<file path="src/rtl/if_id_decode_reg.sv">
// IF->ID pipeline register with a 2-entry skid buffer.
// Pre-decodes the opcode into a registered one-hot class.
module if_id_decode_reg #(
    parameter int XLEN  = 32,
    parameter int CNT_W = 32
) (
    input  logic             Clock,
    input  logic             Reset,
    input  logic             In_Valid,
    output logic             In_Ready,
    input  logic [XLEN-1:0]  In_Pc,
    input  logic [XLEN-1:0]  In_Instr,
    input  logic             Flush,
    output logic             Out_Valid,
    input  logic             Out_Ready,
    output logic [XLEN-1:0]  Out_Pc,
    output logic [XLEN-1:0]  Out_Instr,
    output logic [10:0]      Out_Class,
    output logic             Halted,
    output logic [CNT_W-1:0] Instr_Count
);

    localparam int C_LUI    = 0;
    localparam int C_AUIPC  = 1;
    localparam int C_JAL    = 2;
    localparam int C_JALR   = 3;
    localparam int C_BRANCH = 4;
    localparam int C_LOAD   = 5;
    localparam int C_STORE  = 6;
    localparam int C_OPIMM  = 7;
    localparam int C_OP     = 8;
    localparam int C_SYSTEM = 9;
    localparam int C_ILL    = 10;

    typedef struct packed {
        logic [XLEN-1:0] pc;
        logic [XLEN-1:0] instr;
        logic [10:0]     cls;
    } entry_t;

    function automatic logic [10:0] decode(
        input logic [6:0] op,
        input logic [2:0] f3
    );
        logic [10:0] c;
        c = '0;
        if (op[1:0] != 2'b11) begin
            c[C_ILL] = 1'b1;
        end else begin
            unique case (op)
                7'b0110111: c[C_LUI]   = 1'b1;
                7'b0010111: c[C_AUIPC] = 1'b1;
                7'b1101111: c[C_JAL]   = 1'b1;
                7'b1100111:
                    c[(f3 == 3'b000) ? C_JALR : C_ILL] = 1'b1;
                7'b1100011:
                    c[(f3 == 3'b010 || f3 == 3'b011)
                      ? C_ILL : C_BRANCH] = 1'b1;
                7'b0000011:
                    c[(f3 == 3'b011 || f3 == 3'b110 || f3 == 3'b111)
                      ? C_ILL : C_LOAD] = 1'b1;
                7'b0100011:
                    c[(f3 <= 3'b010) ? C_STORE : C_ILL] = 1'b1;
                7'b0010011: c[C_OPIMM]  = 1'b1;
                7'b0110011: c[C_OP]     = 1'b1;
                7'b1110011: c[C_SYSTEM] = 1'b1;
                default:    c[C_ILL]    = 1'b1;
            endcase
        end
        return c;
    endfunction

    entry_t           main_q, main_d;
    entry_t           skid_q, skid_d;
    entry_t           in_ent;
    logic             main_v_q, main_v_d;
    logic             skid_v_q, skid_v_d;
    logic             in_rdy_q, in_rdy_d;
    logic             halted_q, halted_d;
    logic [CNT_W-1:0] cnt_q, cnt_d;
    logic             accept;
    logic             consume;

    assign accept  = In_Valid & in_rdy_q;
    assign consume = main_v_q & Out_Ready;

    always_comb begin
        in_ent   = '{pc:    In_Pc,
                     instr: In_Instr,
                     cls:   decode(In_Instr[6:0], In_Instr[14:12])};
        main_d   = main_q;
        skid_d   = skid_q;
        main_v_d = main_v_q;
        skid_v_d = skid_v_q;
        halted_d = halted_q |
                   (consume && main_q.instr == XLEN'(32'h0000_0073));
        cnt_d    = cnt_q + CNT_W'(consume);

        if (Flush) begin
            main_v_d = 1'b0;
            skid_v_d = 1'b0;
        end else if (!main_v_q || consume) begin
            if (skid_v_q) begin
                main_d   = skid_q;
                main_v_d = 1'b1;
                skid_v_d = accept;
                if (accept) skid_d = in_ent;
            end else begin
                main_v_d = accept;
                if (accept) main_d = in_ent;
            end
        end else if (accept && !skid_v_q) begin
            // main is stalled: park the new entry in skid
            skid_v_d = 1'b1;
            skid_d   = in_ent;
        end

        in_rdy_d = !skid_v_d && !halted_d;
    end

    always_ff @(posedge Clock) begin
        if (Reset) begin
            main_q   <= '0;
            skid_q   <= '0;
            main_v_q <= 1'b0;
            skid_v_q <= 1'b0;
            in_rdy_q <= 1'b1;
            halted_q <= 1'b0;
            cnt_q    <= '0;
        end else begin
            main_q   <= main_d;
            skid_q   <= skid_d;
            main_v_q <= main_v_d;
            skid_v_q <= skid_v_d;
            in_rdy_q <= in_rdy_d;
            halted_q <= halted_d;
            cnt_q    <= cnt_d;
        end
    end

    assign In_Ready    = in_rdy_q;
    assign Out_Valid   = main_v_q;
    assign Out_Pc      = main_q.pc;
    assign Out_Instr   = main_q.instr;
    assign Out_Class   = main_q.cls;
    assign Halted      = halted_q;
    assign Instr_Count = cnt_q;

endmodule

</file>
<file path="config.mk">
export PLATFORM = sky130hd
export DESIGN_NAME = if_id_decode_reg
export DESIGN_NICKNAME = d
export VERILOG_FILES = /design/src/rtl/if_id_decode_reg.sv
export SDC_FILE = /design/constraint.sdc
export NUM_CORES = 1
export LEC_CHECK = 0
export ABC_CLOCK_PERIOD_IN_PS = 2400
export BUFFER_PORTS_ARGS = -buffer_cell sky130_fd_sc_hd__clkbuf_2
export CORE_MARGIN = 4
export CORE_UTILIZATION = 54
export DETAILED_ROUTE_END_ITERATION = 8
export PLACE_DENSITY = 0.82
export SYNTH_ARGS = -nofsm -noshare
export SYNTH_HDL_FRONTEND = slang
export SYNTH_SLANG_ARGS = --single-unit
</file>
<file path="constraint.sdc">
create_clock -name Clock -period 2.4 [get_ports Clock]
set_input_delay 0.24 -clock Clock [delete_from_list [all_inputs] [get_ports Clock]]
set_output_delay 0.24 -clock Clock [all_outputs]
set_load 0.02 [all_outputs]
</file>
==> results.py, run 1 <==
metrics = {
    "synthesis": {
        "synthTopCellsByArea": "dfxtp_1 47%, mux2i_1 8.5%, a21oi_1 6.7%",
        "synth_ff_type": "dfxtp_1",
        "synth-edff-count": 0,
        "yosysSeqAreaShare": 0.466,
        "synth_top_area_frac": 0.466,
        "synth_nets": 987,
        "async_flop_share": 0,
        "synth_warnings": 0,
        "ys_ff_latch": 186,
        "synth_cell_types": 50,
        "yosys-top-cells-count": "186 x dfxtp_1, 107 x a21oi_1, 91 x o21ai_0",
        "avgSynthCellArea_um2": 8.73,
        "synth_top_area_cell": "dfxtp_1",
        "synth_area_mm2": 0.00800,
        "netlist_instances": 916,
        "post-synth-top-count-cell": "dfxtp_1",
    },
    "place": {
        "routabilityCongestion": 0.822,
        "dp_cells": 1204,
        "place_hpwl_um": 13000,
        "pre_cts_slack_ns": 0.182,
        "numPortBuffers": 178,
    },
    "clock_network": {
        "cts_made_buffers": 17,
        "clk_pin_slew_ns": 0.06,
        "cts_tree": "done",
        "clock_latency_ns": 0.42,
        "htreeDepth": 4,
        "cts-root-buf": "clkbuf_16",
        "cts_sinks": 186,
        "cts_buffer_depth": 2,
        "holdBufCountCts": 0,
        "post_cts_buffers": 0,
    },
    "grt": {
        "grt.total_usage": 0.243,
        "antenna_found_initial": 0,
        "overflow": 0,
        "grt_pass1_vias": 6676,
        "grt_pass1_wl_um": 33300,
        "grt_max_degree": 89,
    },
    "worst_setup_path": {
        "startpoint_type": "flop",
        "worst-path-stages": 7,
        "crit_chain": "nand2_1 -> inv_1 -> ha_1 -> ha_1 -> nand4_4 -> nor4_1 -> mux2_2",
        "reg2regPathDepth": 7,
        "worstSetupEndpointType": "flop",
        "crit_fanout": 19,
        "crit_buf_inv": 1,
        "path_common_cell": "ha_1",
        "critPathTopFamily": "simple AND/OR/NAND/NOR gates",
        "worstSetupPathType": "reg -> reg",
        "crit_path_max_incr_delay_ns": 0.43,
        "crit_required_ns": 2.71,
        "cp_slowest_cell": "nor4_1",
        "worstPathArrival_ns": 2.46,
    },
    "timing": {
        "finalHoldViolations": 0,
        "skew_ns": 0.00443,
        "slew_viol_final": 0,
        "fin_crit_sh": 0.898,
        "fmax_ghz": 0.464,
        "setup_viol_count_final": 0,
        "slew_headroom": 0.399,
        "min_period_ns": 2.15,
        "grt_setup_unrepaired": "false",
        "finalSetupTns_ns": 0,
        "setup_slack_ns": 0.246,
        "worstMarginPinSlew_ns": 0.897,
    },
    "route": {
        "via_per_inst": 5.83,
        "ant_nets": 0,
        "via_count": 7208,
        "drt-initial-drc-count": 612,
        "drc": 0,
        "wl_um": 20700,
        "wire_per_inst_um": 16.7,
        "first_pass_iters": 5,
    },
    "power_and_ir_drop": {
        "cellPowerDensity_mw_per_mm2": 726,
        "peakVddDrop_mv": 0.489,
        "leakagePower_uw": 0.00349,
        "power_uw": 7030,
    },
    "run": {
        "max_cap_viol_count": 0,
    },
    "die": {
        "core_area_mm2": 0.0145,
        "num_io_pins": 179,
        "initial_utilization": 0.550,
        "chipWidth_um": 130,
        "die_y_um": 130,
        "die-area_mm2": 0.0168,
        "fp-row-count": 44,
    },
    "hold_path": {
        "worstHoldPathType": "in -> reg",
        "holdPathStages": 3,
    },
    "cells_and_area": {
        "drive_gt1_frac": 0.231,
        "num-nets-final": 1110,
        "fin_cells": 1236,
        "diodes": 0,
        "area_growth_pct": 21.0,
    },
    "run_status": {
        "status": "completed",
    },
}
## cell type report
class                      count  area, um2
tap                          184        230
fill                        1221       4850
multi-input combinational    631       3920
sequential                   186       3730
clock buffer                  20        457
timing repair buffer         196       1130
inverter                       7       26.3
clock inverter                12        194
## tightest hold or removal path, cell delays in order
cell and delay (ns):
clkbuf_2 0.09, nand3_1 0.05, a21oi_1 0.05
## layer usage
metal  GRT usage  share of wire
met1       0.321           0.44
met5           0              0
met3      0.0692          0.066
met2       0.398           0.48
met4      0.0599          0.011
## metrics by stage
stage | hold WS [ns] | utilization | area [um2]
final | 0.0586 | 0.666 | 9680
after detailed placement | 0.466 | 0.620 | 9020
after CTS | 0.0476 | 0.665 | 9670
after global routing | 0.0495 | 0.666 | 9680
after floorplan | 0.388 | - | 8000
after global placement | 0.456 | 0.620 | 9020
## worst paths after layout
check / to / from / slack [ns]
worst max-delay path: Instr_Count[22]$_SDFF_PP0_ / Out_Valid$_SDFFE_PP0N_ / 0.25
worst min-delay path: skid_q[39]$_SDFFE_PP0P_ / In_Instr[28] / 0.06
worst max register to register: Instr_Count[22]$_SDFF_PP0_ / Out_Valid$_SDFFE_PP0N_ / 0.25
worst min register to register: skid_q[27]$_SDFFE_PP0P_ / skid_q[27]$_SDFFE_PP0P_ / 0.47
## timing repair
item | CTS | global route
hold endpoints to repair | 0 | 0
gates resized for setup | 0 | 2
setup endpoints to repair | 0 | 5
## cell families (layout without fill, tap and decap cells)
family                     Yosys count  after routing  share of synthesized area
xor gates and xnor gates            12             12                     0.0131
AOI/OAI and AO/OA                  284            284                      0.206
and+or+nand+nor                    262            262                      0.172
adders and majority gates            3              3                    0.00438
DFF                                186            186                      0.466
buffers and inverters               99            235                     0.0515
muxes                               70             70                     0.0879
## layout by cell type, fill, tap and decap left out, types with 13 or more instances in the layout
cell | synthesis | routed
mux2i_1 | 68 | 68
clkbuf_16 | 0 | 17
o21ai_0 | 91 | 91
nand2_1 | 14 | 14
nor2_1 | 83 | 83
a21oi_1 | 107 | 107
nand3_1 | 81 | 81
a211oi_1 | 67 | 67
clkbuf_2 | 1 | 177
or4_1 | 14 | 13
dfxtp_1 | 186 | 185
## registers in the layout, summed over array words and instances (netlist names)
signal / flops
In_Ready: 1
skid_q: 75
Out_Class: 11
Out_Valid: 1
Instr_Count: 32
skid_v_q: 1
Out_Instr: 32
Out_Pc: 32
Halted: 1
## power by group
part	internal [uW]	switching [uW]	total, uW
logic	242	457	699
clock network	1900	1180	3080
registers	3190	64.1	3250
total	5330	1700	7030
(Power assumes the default switching activity.)
==> run 2: changes to the inputs <==
--- a/config.mk
+++ b/config.mk
@@ -5,10 +5,11 @@
 export SDC_FILE = /design/constraint.sdc
 export NUM_CORES = 1
 export LEC_CHECK = 0
-export ABC_CLOCK_PERIOD_IN_PS = 2400
+export ABC_CLOCK_PERIOD_IN_PS = 2100
 export BUFFER_PORTS_ARGS = -buffer_cell sky130_fd_sc_hd__clkbuf_2
 export CORE_MARGIN = 4
 export CORE_UTILIZATION = 54
+export CTS_CLUSTER_DIAMETER = 60
 export DETAILED_ROUTE_END_ITERATION = 8
 export PLACE_DENSITY = 0.82
 export SYNTH_ARGS = -nofsm -noshare
==> constraint.sdc (replaced) <==
create_clock -name Clock -period 2.1 [get_ports Clock]
set_input_delay 0.21 -clock Clock [delete_from_list [all_inputs] [get_ports Clock]]
set_output_delay 0.21 -clock Clock [all_outputs]
set_load 0.02 [all_outputs]
==> results.py, run 2 (synthesized netlist as in run 1, its figures left out) <==
metrics = {
    "run_status": {
        "status": "completed",
    },
    "run": {
        "max_cap_viol_count": 0,
    },
    "clock_network": {
        "clock_latency_ns": 0.43,
        "htreeDepth": 4,
        "cts_sinks": 186,
        "cts_buffer_depth": 2,
        "cts_made_buffers": 17,
        "clk_pin_slew_ns": 0.07,
        "holdBufCountCts": 0,
        "cts-root-buf": "clkbuf_16",
        "cts_tree": "done",
    },
    "route": {
        "via_count": 7402,
        "m1WireLength_um": 8860,
        "first_pass_iters": 5,
        "wire_per_inst_um": 16.4,
        "wl_um": 20700,
        "wl_met2_um": 9990,
        "top_layer_used": "met4",
        "wl_met3_um": 1580,
        "ant_nets": 0,
        "drc": 0,
        "via_per_inst": 5.87,
        "drt-initial-drc-count": 554,
    },
    "cells_and_area": {
        "final_common_cell": "dfxtp_1",
        "ff_latch_area_mm2": 0.00373,
        "num-nets-final": 1136,
        "largest_reg_flops": 75,
        "design_area_mm2": 0.00981,
        "area_growth_pct": 22.6,
        "diodes": 0,
        "num-fill-cells": 1221,
        "multi_input_area_mm2": 0.00391,
        "fin_cells": 1261,
        "drive_gt1_frac": 0.250,
        "largest-register": "skid_q",
        "final_cell_mix": "184 x dfxtp_1, 177 x clkbuf_2, 107 x a21oi_1",
        "postLayoutCoreUtil": 0.675,
    },
    "die": {
        "num_io_pins": 179,
        "fp-row-count": 44,
        "initial_utilization": 0.550,
        "core_area_mm2": 0.0145,
        "chipWidth_um": 130,
        "die_y_um": 130,
        "die-area_mm2": 0.0168,
    },
    "worst_setup_path": {
        "crit_buf_inv": 1,
        "worst-path-stages": 5,
        "cp_slowest_cell": "or4_1",
        "startpoint_type": "flop",
        "crit_chain": "nand4_1 -> or4_1 -> buf_4 -> or4_1 -> a21oi_1",
        "crit_required_ns": 2.46,
        "worstSetupEndpointType": "flop",
        "r2r_start": "Instr_Count[14]$_SDFF_PP0_",
        "worstPathArrival_ns": 2.41,
        "worstSetupPathType": "reg -> reg",
        "timing.rr.end": "Instr_Count[30]$_SDFF_PP0_",
        "reg2regPathDepth": 5,
        "path_common_cell": "or4_1",
        "crit_path_max_incr_delay_ns": 0.59,
        "critPathTopFamily": "simple AND/OR/NAND/NOR gates",
        "crit_fanout": 16,
        "regToRegSetupSlack_ns": 0.05,
    },
    "power_and_ir_drop": {
        "cellPowerDensity_mw_per_mm2": 792,
        "leakagePower_uw": 0.00357,
        "peakVddDrop_mv": 0.571,
        "power_uw": 7770,
    },
    "hold_path": {
        "min_from": "In_Instr[24]",
        "worstHoldPathType": "in -> reg",
        "holdPathStages": 3,
        "min_to": "skid_q[35]$_SDFFE_PP0P_",
    },
    "place": {
        "dpl_cell_area_mm2": 0.00921,
        "routabilityCongestion": 0.837,
        "place_hpwl_um": 13700,
        "numPortBuffers": 178,
        "dp_cells": 1229,
    },
    "timing": {
        "min_period_ns": 2.05,
        "slew_headroom": 0.566,
        "fin_crit_sh": 0.977,
        "finalHoldViolations": 0,
        "skew_ns": 0.00661,
        "slew_viol_final": 0,
        "fmax_ghz": 0.488,
        "finalSetupTns_ns": 0,
        "worstMarginPinSlew_ns": 0.634,
        "setup_viol_count_final": 0,
    },
    "grt": {
        "grt_max_degree": 65,
        "antenna_found_initial": 0,
        "grt.total_usage": 0.239,
        "grt_pass1_wl_um": 32600,
        "overflow": 0,
        "grt_pass1_vias": 6587,
    },
}
==> run 2: cell type report <==
type / count / share of cell area
clock inverter: 10 / 0.0119
inverter: 7 / 0.00268
tap: 184 / 0.0235
sequential: 186 / 0.380
clock buffer: 21 / 0.0490
timing repair buffer: 222 / 0.135
multi-input combinational: 631 / 0.398
==> run 2: worst register-to-register path, cell delays in order (launching register included) <==
cell     delay (ns)
dfxtp_1        0.37
nand4_1        0.16
or4_1          0.59
buf_4          0.21
or4_1          0.48
a21oi_1        0.17
==> run 2: worst max path at each step <==
stage | from | end
floorplan | Instr_Count[12]$_SDFF_PP0_ | Instr_Count[31]$_SDFF_PP0_
global placement | Instr_Count[14]$_SDFF_PP0_ | Instr_Count[25]$_SDFF_PP0_
detailed placement | Instr_Count[14]$_SDFF_PP0_ | Instr_Count[25]$_SDFF_PP0_
CTS | Instr_Count[14]$_SDFF_PP0_ | Instr_Count[25]$_SDFF_PP0_
global route | Instr_Count[14]$_SDFF_PP0_ | Instr_Count[25]$_SDFF_PP0_
finish | Instr_Count[14]$_SDFF_PP0_ | Instr_Count[30]$_SDFF_PP0_
==> run 2: report_power, final <==
group	switching [uW]	internal, uW	leakage [uW]
combinational	526	295	0.00178
clock	1370	1870	0.000280
sequential	73.8	3640	0.00151
==> run 2: metal layers <==
| layer | track usage | vias up |
|---|---|---|
| met5 | 0 | - |
| met3 | 0.0679 | 25 |
| met2 | 0.382 | 227 |
| met4 | 0.0770 | 0 |
| li1 | - | 3644 |
| met1 | 0.314 | 3506 |
==> run 2: metrics by stage <==
| step | worst slack, ns | hold slack [ns] |
|---|---|---|
| 2_1_floorplan | 0.0661 | 0.358 |
| 3_3_place_gp | 0.121 | 0.457 |
| 3_5_place_dp | 0.0657 | 0.465 |
| 4_1_cts | 0.0462 | 0.00565 |
| 5_1_grt | -0.00973 | 0.0139 |
| 6_report | 0.0493 | 0.0221 |
==> run 2: repair_timing <==
action                                  CTS  global route
endpoints found under the setup margin    0             6
setup buffers                             0             1
gates resized for setup                   0             1
==> run 3: changes to the inputs <==
--- a/config.mk
+++ b/config.mk
@@ -7,11 +7,13 @@
 export LEC_CHECK = 0
 export ABC_CLOCK_PERIOD_IN_PS = 2100
 export BUFFER_PORTS_ARGS = -buffer_cell sky130_fd_sc_hd__clkbuf_2
+export CELL_PAD_IN_SITES_DETAIL_PLACEMENT = 1
+export CELL_PAD_IN_SITES_GLOBAL_PLACEMENT = 1
 export CORE_MARGIN = 4
-export CORE_UTILIZATION = 54
+export CORE_UTILIZATION = 40
 export CTS_CLUSTER_DIAMETER = 60
 export DETAILED_ROUTE_END_ITERATION = 8
-export PLACE_DENSITY = 0.82
+export PLACE_DENSITY = 0.81
 export SYNTH_ARGS = -nofsm -noshare
 export SYNTH_HDL_FRONTEND = slang
 export SYNTH_SLANG_ARGS = --single-unit
==> constraint.sdc (replaced) <==
create_clock -name Clock -period 2.1 [get_ports Clock]
set_input_delay 0.63 -clock Clock [delete_from_list [all_inputs] [get_ports Clock]]
set_output_delay 0.63 -clock Clock [all_outputs]
set_load 0.02 [all_outputs]
==> results.py, run 3 (synthesized netlist as in run 1, its figures left out) <==
metrics = {
    "clock_network": {
        "cts_sinks": 186,
        "post_cts_buffers": 0,
        "cts_resized": 0,
        "cts-root-buf": "clkbuf_16",
        "cts_tree": "done",
        "holdBufCountCts": 0,
        "htreeDepth": 4,
        "clk_pin_slew_ns": 0.08,
        "cts_buffer_depth": 2,
        "cts_made_buffers": 17,
        "clock_latency_ns": 0.43,
    },
    "place": {
        "dp_cells": 1337,
        "place_hpwl_um": 17000,
        "numPortBuffers": 178,
        "routabilityCongestion": 0.805,
        "pre_cts_slack_ns": -0.199,
    },
    "grt": {
        "grt.total_usage": 0.224,
        "overflow": 0,
        "grt_pass1_wl_um": 40700,
        "grt_pass1_vias": 7840,
        "grt_max_degree": 62,
        "antenna_found_initial": 0,
    },
    "route": {
        "drt-initial-drc-count": 282,
        "drc": 0,
        "via_count": 7557,
        "ant_nets": 0,
        "via_per_inst": 5.52,
        "wl_um": 25000,
        "wire_per_inst_um": 18.2,
        "first_pass_iters": 5,
    },
    "die": {
        "die-area_mm2": 0.0223,
        "initial_utilization": 0.408,
        "chipWidth_um": 149,
        "die_y_um": 149,
        "num_io_pins": 179,
        "fp-row-count": 51,
        "core_area_mm2": 0.0196,
    },
    "cells_and_area": {
        "largest-register": "skid_q",
        "ff_latch_area_mm2": 0.00373,
        "diodes": 0,
        "multi_input_area_mm2": 0.00392,
        "drive_gt1_frac": 0.267,
        "final_cell_mix": "185 x dfxtp_1, 177 x clkbuf_2, 107 x a21oi_1",
        "largest_reg_flops": 75,
        "fin_cells": 1369,
        "postLayoutCoreUtil": 0.518,
        "num-nets-final": 1162,
        "area_growth_pct": 26.9,
        "num-fill-cells": 2348,
        "final_common_cell": "dfxtp_1",
    },
    "timing": {
        "fmax_ghz": 0.503,
        "setup_slack_ns": 0.112,
        "slew_headroom": 0.614,
        "slew_viol_final": 0,
        "skew_ns": 0.0121,
        "worstMarginPinSlew_ns": 0.565,
        "finalHoldViolations": 0,
        "fin_crit_sh": 0.946,
        "min_period_ns": 1.99,
        "grt_setup_unrepaired": "false",
        "setup_viol_count_final": 0,
    },
    "power_and_ir_drop": {
        "cellPowerDensity_mw_per_mm2": 762,
        "peakVddDrop_mv": 0.505,
        "leakagePower_uw": 0.00372,
        "pwr-share-comb": 0.113,
        "internal_power_uw": 5630,
        "p_clk_frac": 0.407,
        "p_seq_frac": 0.480,
        "sw_frac_of_total": 0.273,
        "power_uw": 7740,
        "p_switching_uw": 2110,
    },
    "worst_setup_path": {
        "worstPathArrival_ns": 2.33,
        "startpoint_type": "flop",
        "worstSetupPathType": "reg -> reg",
        "worstSetupEndpointType": "flop",
        "crit_fanout": 11,
        "crit_required_ns": 2.44,
        "r2r_start": "Instr_Count[12]$_SDFF_PP0_",
        "critPathLaunch": "Instr_Count[12]$_SDFF_PP0_",
    },
    "run_status": {
        "status": "completed",
    },
    "hold_path": {
        "min_from": "In_Pc[5]",
        "worstHoldPathType": "in -> reg",
    },
    "run": {
        "max_cap_viol_count": 0,
    },
}
## run 3: cell type report
cell class                 instances  area share
timing repair buffer             248       0.156
multi-input combinational        631       0.386
tap                              265      0.0327
sequential                       186       0.367
inverter                           7     0.00259
clock inverter                    13      0.0133
clock buffer                      19      0.0426
## run 3: final timing paths
check	endpoint	slack, ns	cells after the start
hold / removal	skid_q[48]$_SDFFE_PP0P_	0.45	3
hold reg to reg	skid_q[30]$_SDFFE_PP0P_	0.48	2
setup reg to reg	Instr_Count[21]$_SDFF_PP0_	0.11	5
setup / recovery	Instr_Count[21]$_SDFF_PP0_	0.11	5
## run 3: metal layers
layer,share of wire,up-vias,global-route usage
met4,0.014,0,0.0526
met2,0.49,162,0.384
met1,0.44,3678,0.286
met5,0,-,0
li1,-,3698,-
met3,0.051,19,0.0551
## run 3: worst max-delay path: stages, from the launching register on
cell	delay [ns]
dfxtp_1	0.35
buf_4	0.14
and4_2	0.23
nand3_1	0.36
or4_1	0.64
a21oi_1	0.19
## run 3: metrics by stage
stage	TNS, ns	instance area (um2)	hold slack (ns)
6_report	0	10200	0.446
3_3_place_gp	-1.05	9580	0.457
5_1_grt	0	10200	0.435
3_5_place_dp	-2.35	9580	0.469
4_1_cts	0	10100	0.429
2_1_floorplan	0	8010	0.449
## run 3: power by group through the flow
| stage | Combinational [uW] | Sequential (uW) | Clock (uW) |
|---|---|---|---|
| floorplan | 364 | 3900 | 0 |
| global placement | 858 | 3790 | 0 |
| detailed placement | 876 | 3800 | 0 |
| CTS | 884 | 3710 | 3250 |
| global route | 960 | 3730 | 3400 |
| finish | 874 | 3710 | 3150 |
